### src/rtl/uart_board_loader.sv
// uart_board_loader: parses a Life board typed over the UART RX byte stream
// (one character per cell, one line per row) into one-cell-per-cycle writes.
// Short rows are zero-filled, long rows are truncated, ESC cancels the load.
module uart_board_loader #(
  parameter int logWIDTH  = 3,
  parameter int logHEIGHT = 3
) (
  input  logic                          clk,
  input  logic                          reset,
  input  logic                          start,
  input  logic [7:0]                    rx_data,
  input  logic                          rx_valid,
  output logic                          rx_ready,
  output logic                          cell_we,
  output logic [logWIDTH+logHEIGHT-1:0] cell_addr,
  output logic                          cell_data,
  output logic                          busy,
  output logic                          done,
  output logic                          aborted,
  output logic                          bad_char
);

  localparam int AW    = logWIDTH + logHEIGHT;
  localparam int WIDTH = 2 ** logWIDTH;
  localparam logic [logWIDTH:0] COL_LAST = (logWIDTH + 1)'(WIDTH - 1);

  typedef enum logic [1:0] {S_IDLE, S_RECV, S_PAD} state_e;

  state_e                 state_q, state_d;
  logic [logHEIGHT-1:0]   row_q, row_d;
  logic [logWIDTH:0]      col_q, col_d;   // one extra bit so it can hold WIDTH
  logic                   we_q, we_d;
  logic [AW-1:0]          addr_q, addr_d;
  logic                   data_q, data_d;
  logic                   done_q, done_d;
  logic                   abort_q, abort_d;
  logic                   bad_q, bad_d;
  logic                   end_row;
  logic                   row_full;

  assign row_full = col_q[logWIDTH];

  // State and registered outputs; everything clears asynchronously
  always_ff @(posedge clk or posedge reset) begin
    if (reset) begin
      state_q <= S_IDLE;
      row_q   <= '0;
      col_q   <= '0;
      we_q    <= 1'b0;
      addr_q  <= '0;
      data_q  <= 1'b0;
      done_q  <= 1'b0;
      abort_q <= 1'b0;
      bad_q   <= 1'b0;
    end else begin
      state_q <= state_d;
      row_q   <= row_d;
      col_q   <= col_d;
      we_q    <= we_d;
      addr_q  <= addr_d;
      data_q  <= data_d;
      done_q  <= done_d;
      abort_q <= abort_d;
      bad_q   <= bad_d;
    end
  end

  // Next-state: byte decode in RECV, zero-fill in PAD, shared end-of-row handling
  always_comb begin
    state_d = state_q;
    row_d   = row_q;
    col_d   = col_q;
    we_d    = 1'b0;
    addr_d  = {row_q, col_q[logWIDTH-1:0]};
    data_d  = 1'b0;
    done_d  = 1'b0;
    abort_d = 1'b0;
    bad_d   = bad_q;
    end_row = 1'b0;
    unique case (state_q)
      S_IDLE: begin
        if (start) begin
          state_d = S_RECV;
          row_d   = '0;
          col_d   = '0;
          bad_d   = 1'b0;
        end
      end
      S_RECV: begin
        if (rx_valid) begin
          unique case (rx_data)
            8'h4F, 8'h2A, 8'h20, 8'h2E: begin
              if (!row_full) begin
                we_d   = 1'b1;
                data_d = (rx_data == 8'h4F) || (rx_data == 8'h2A);
                col_d  = col_q + 1'b1;
              end
            end
            8'h0D: ;
            8'h0A: begin
              if (row_full) begin
                end_row = 1'b1;
              end else begin
                // first pad write issues straight from the LF so it lands next cycle
                we_d  = 1'b1;
                col_d = col_q + 1'b1;
                if (col_q == COL_LAST) end_row = 1'b1;
                else                   state_d = S_PAD;
              end
            end
            8'h1B: begin
              state_d = S_IDLE;
              abort_d = 1'b1;
            end
            default: bad_d = 1'b1;
          endcase
        end
      end
      S_PAD: begin
        we_d  = 1'b1;
        col_d = col_q + 1'b1;
        if (col_q == COL_LAST) end_row = 1'b1;
      end
      default: state_d = S_IDLE;
    endcase
    if (end_row) begin
      col_d = '0;
      if (row_q == '1) begin
        state_d = S_IDLE;
        done_d  = 1'b1;
      end else begin
        row_d   = row_q + 1'b1;
        state_d = S_RECV;
      end
    end
  end

  assign rx_ready  = (state_q == S_RECV);
  assign busy      = (state_q != S_IDLE);
  assign cell_we   = we_q;
  assign cell_addr = addr_q;
  assign cell_data = data_q;
  assign done      = done_q;
  assign aborted   = abort_q;
  assign bad_char  = bad_q;

endmodule

### config.mk
export PLATFORM = sky130hd
export DESIGN_NAME = uart_board_loader
export DESIGN_NICKNAME = d
export VERILOG_FILES = /design/src/rtl/uart_board_loader.sv
export SDC_FILE = /design/constraint.sdc
export NUM_CORES = 1
export LEC_CHECK = 0
export CAP_MARGIN = 20
export CORE_MARGIN = 10
export CORE_UTILIZATION = 54
export CTS_CLUSTER_SIZE = 28
export DETAILED_ROUTE_END_ITERATION = 7
export PLACE_DENSITY = 0.82
export SYNTH_ARGS = -nofsm -noshare
export SYNTH_HDL_FRONTEND = slang
export SYNTH_SLANG_ARGS = --single-unit
### constraint.sdc
create_clock -name clk -period 5.7 [get_ports clk]
set_clock_uncertainty 0.1 [all_clocks]
set_input_delay 1.425 -clock clk [delete_from_list [all_inputs] [get_ports clk]]
set_output_delay 1.425 -clock clk [all_outputs]
set_load 0.02 [all_outputs]
==> impl_results.md <==
* HP Class: reg2reg
* RePlAce Congestion at 0.810
* Clock Latency Late Sink at 0.30 ns
* ANT nets after route at 0
* Worst path required time at 5.80 ns
* Fill cells at 145
* Post-synth EDFFs at 0
* Clk slew on worst S/H paths at around 0.11 ns
* Most frequent cell after synthesis: dfrtp_1
* Critical path buffers and inverters at 1
* Top_reg_cell synth: dfrtp_1
* CTS root buf: clkbuf_4
* Pwr per Cell Area at 338 nW/um^2
* First-pass GRT wire length at 4770 um
* Crit end category: flop
* Core area at 2020 sq um
* Drt first pass iters at 5
* DP Cell Count at 170
* Fin crit share at 0.633
* DIE AREA at 4460 sq um
* Critical path arrival at 3.71 ns
* Cell area after synthesis at 1180 sq um
* Final #Nets at about 170
* Warnings, synthesis at 0
* Post-Syn Nets at 140
* Leak at 0.703 nW
* Num CTS Buffers at 3
* Register area at 500 sq um
* Post-CTS Hold Buffers at 0
* Area delta synth->final at 27.3%
* Final hold vios at 0
* Post-CTS Setup Bufs at 0
* Worst Path Max Fanout at 7
* Gr usage total at 0.136
* Die height at around 67 um
* Crit-path slowest cell: nor4_1
* Initial DRC Count at just over 70
* Number of register bits inferred by synthesis at 20
* Sequential area share after synthesis at 0.423
* Starting Density at 0.585
* Vias in the first global route at 1,021
* I/O pin total at 25
* Syn_area_per_cell at 9.85 sq um
* Worst setup SP type: input pin
* # H-tree levels at 1
* Status: completed
* Maximum VDD drop at roughly 250 uV
* Fin Setup TNS at 0 ns
* Final Non-Filler Cells at approximately 170
* Core Rows at 16
* Total Wirelength at roughly 2800 um
* MaxCap Viol Count at 0
* Via Count at 1,071
* Antenna Cells at 0
* Crit path max-delay family: simple AND/OR/NAND/NOR gates
* Most instantiated cells after synthesis: dfrtp_1, nand2_1, nor2_1
* Final worst slack at 2.09 ns
* Layout cell share with drive strength beyond 1 at 0.116
* Post-DP HPWL at 2140 um
* Distinct cells, synth at 43
* Post-DR wirelength/cell at between 15 and 20 um
* Initial antenna violation count at 0
* RSZ-0062 raised after global routing: no
* Final setup viols at 0
* Slew headroom at 0.491
* CP Class: in2reg
* Crit path cell chain: clkdlybuf4s50_1, nand4bb_2, nor4_1, o21ai_1, a211oi_1, mux2i_1, a21oi_1
* Slew Viols, Final at 0
* Clock sink count at 20
* Post-layout min period at between 3 and 4 ns
* Die X at approximately 67 um
* Avg Vias per Cell at 6.16
* DRC Markers at 0
* Global route total overflow at 0
* Top post-synthesis cells by area: dfrtp_1, ha_1, nand2_1
* CTS Buffer Depth at 2
* Fin Hold WS at 0.324 ns
* Largest net degree at the start of global routing at 21
* Multi-input gate area at 648 sq um
* Synth Instances at 120
* CTS tree: yes
* Port Buffers at 24
* CTS resizes at 0
* Tot Pwr at 0.000508 W
* Synth area leader: dfrtp_1
* Post-place setup slack at around 1.8 ns
* Share of the synthesized area in the top cell type at 0.423
* Tightest Pin Transition at around 0.76 ns
* Max Clk Rate at 277 MHz
* Post-synth ARST share at 1.00
* Worst path max stage delay at 0.66 ns
## sequential cells by signal (all words and copies together), names as in the netlist
name       flops
aborted        1
bad_char       1
cell_addr      6
cell_data      1
cell_we        1
col_q          4
done           1
row_q          3
state_q        2
## layer usage
layer,up-vias,wire length (um),GRT usage
li1,495,-,-
met1,510,1120,0.167
met2,58,1400,0.212
met3,8,264,0.0385
met4,0,44,0.0654
met5,-,0,0
## cell type report
cell class / count / area share
Clock buffer: 3 / 0.0150
Clock inverter: 1 / 0.0200
Inverter: 8 / 0.0200
Multi-Input combinational cell: 91 / 0.431
Sequential cell: 20 / 0.333
Tap cell: 27 / 0.0224
Timing Repair Buffer: 24 / 0.160
## worst paths after layout
check                            from            to  slack [ns]  cells after the start
setup / recovery           rx_data[3]    state_q[0]        2.09                      7
hold / removal               row_q[1]  cell_addr[4]        0.32                      0
setup reg to reg           state_q[1]      row_q[0]        3.26                      8
hold reg to reg              row_q[1]  cell_addr[4]        0.32                      0
max in group asynchronous       reset      row_q[0]        3.60                      2
min in group asynchronous       reset     cell_data        1.44                      2
## power by group
part | internal [W] | leakage, nW | switching, W
sequential | 0.000162 | 0.271 | 0.0000167
combinational | 0.0000922 | 0.403 | 0.000122
clock | 0.0000710 | 0.0279 | 0.0000444
total | 0.000326 | 0.703 | 0.000183
## worst register-to-register path: cells and delay by family, from the launching register on
kind,cells,cell delay (ns)
AO/OA/AOI/OAI,2,0.54
adder cells (fa/ha/maj),1,0.46
buffers and inverters,1,0.12
flip-flops,1,0.42
AND/OR/NAND/NOR,4,0.71
## layout by cell type, fill, tap and decap left out, types with 2 or more instances in the layout
cell type,netlist,routed
dfrtp_1,20,20
nor3_1,2,2
nor2b_1,4,4
mux2i_1,2,2
nor2_1,9,9
nand2b_1,3,3
ha_1,8,8
or4_1,2,2
a211oi_1,2,2
o21ai_0,2,2
clkdlybuf4s50_1,0,24
a21oi_1,5,5
a31oi_1,2,2
nand2_1,16,16
inv_1,8,8
clkbuf_4,0,3
nand3_1,5,5
nor4_2,2,2
nand4_1,2,2
## stage by stage
stage | utilization | area, sq um
CTS | 0.744 | 1510
floorplan | - | 1180
detailed placement | 0.718 | 1450
global placement | 0.718 | 1450
finish | 0.744 | 1510
global route | 0.744 | 1510
## cell families after synthesis
logic type                 count (synthesis)  synth area share
AOI/OAI and AO/OA                         23             0.157
DFF                                       20             0.423
buffers and inverters                      9            0.0286
adders and majority gates                  8            0.0847
muxes                                      3            0.0265
and+or+nand+nor                           57             0.280
No activity file was read; power rests on OpenSTA's default activity.
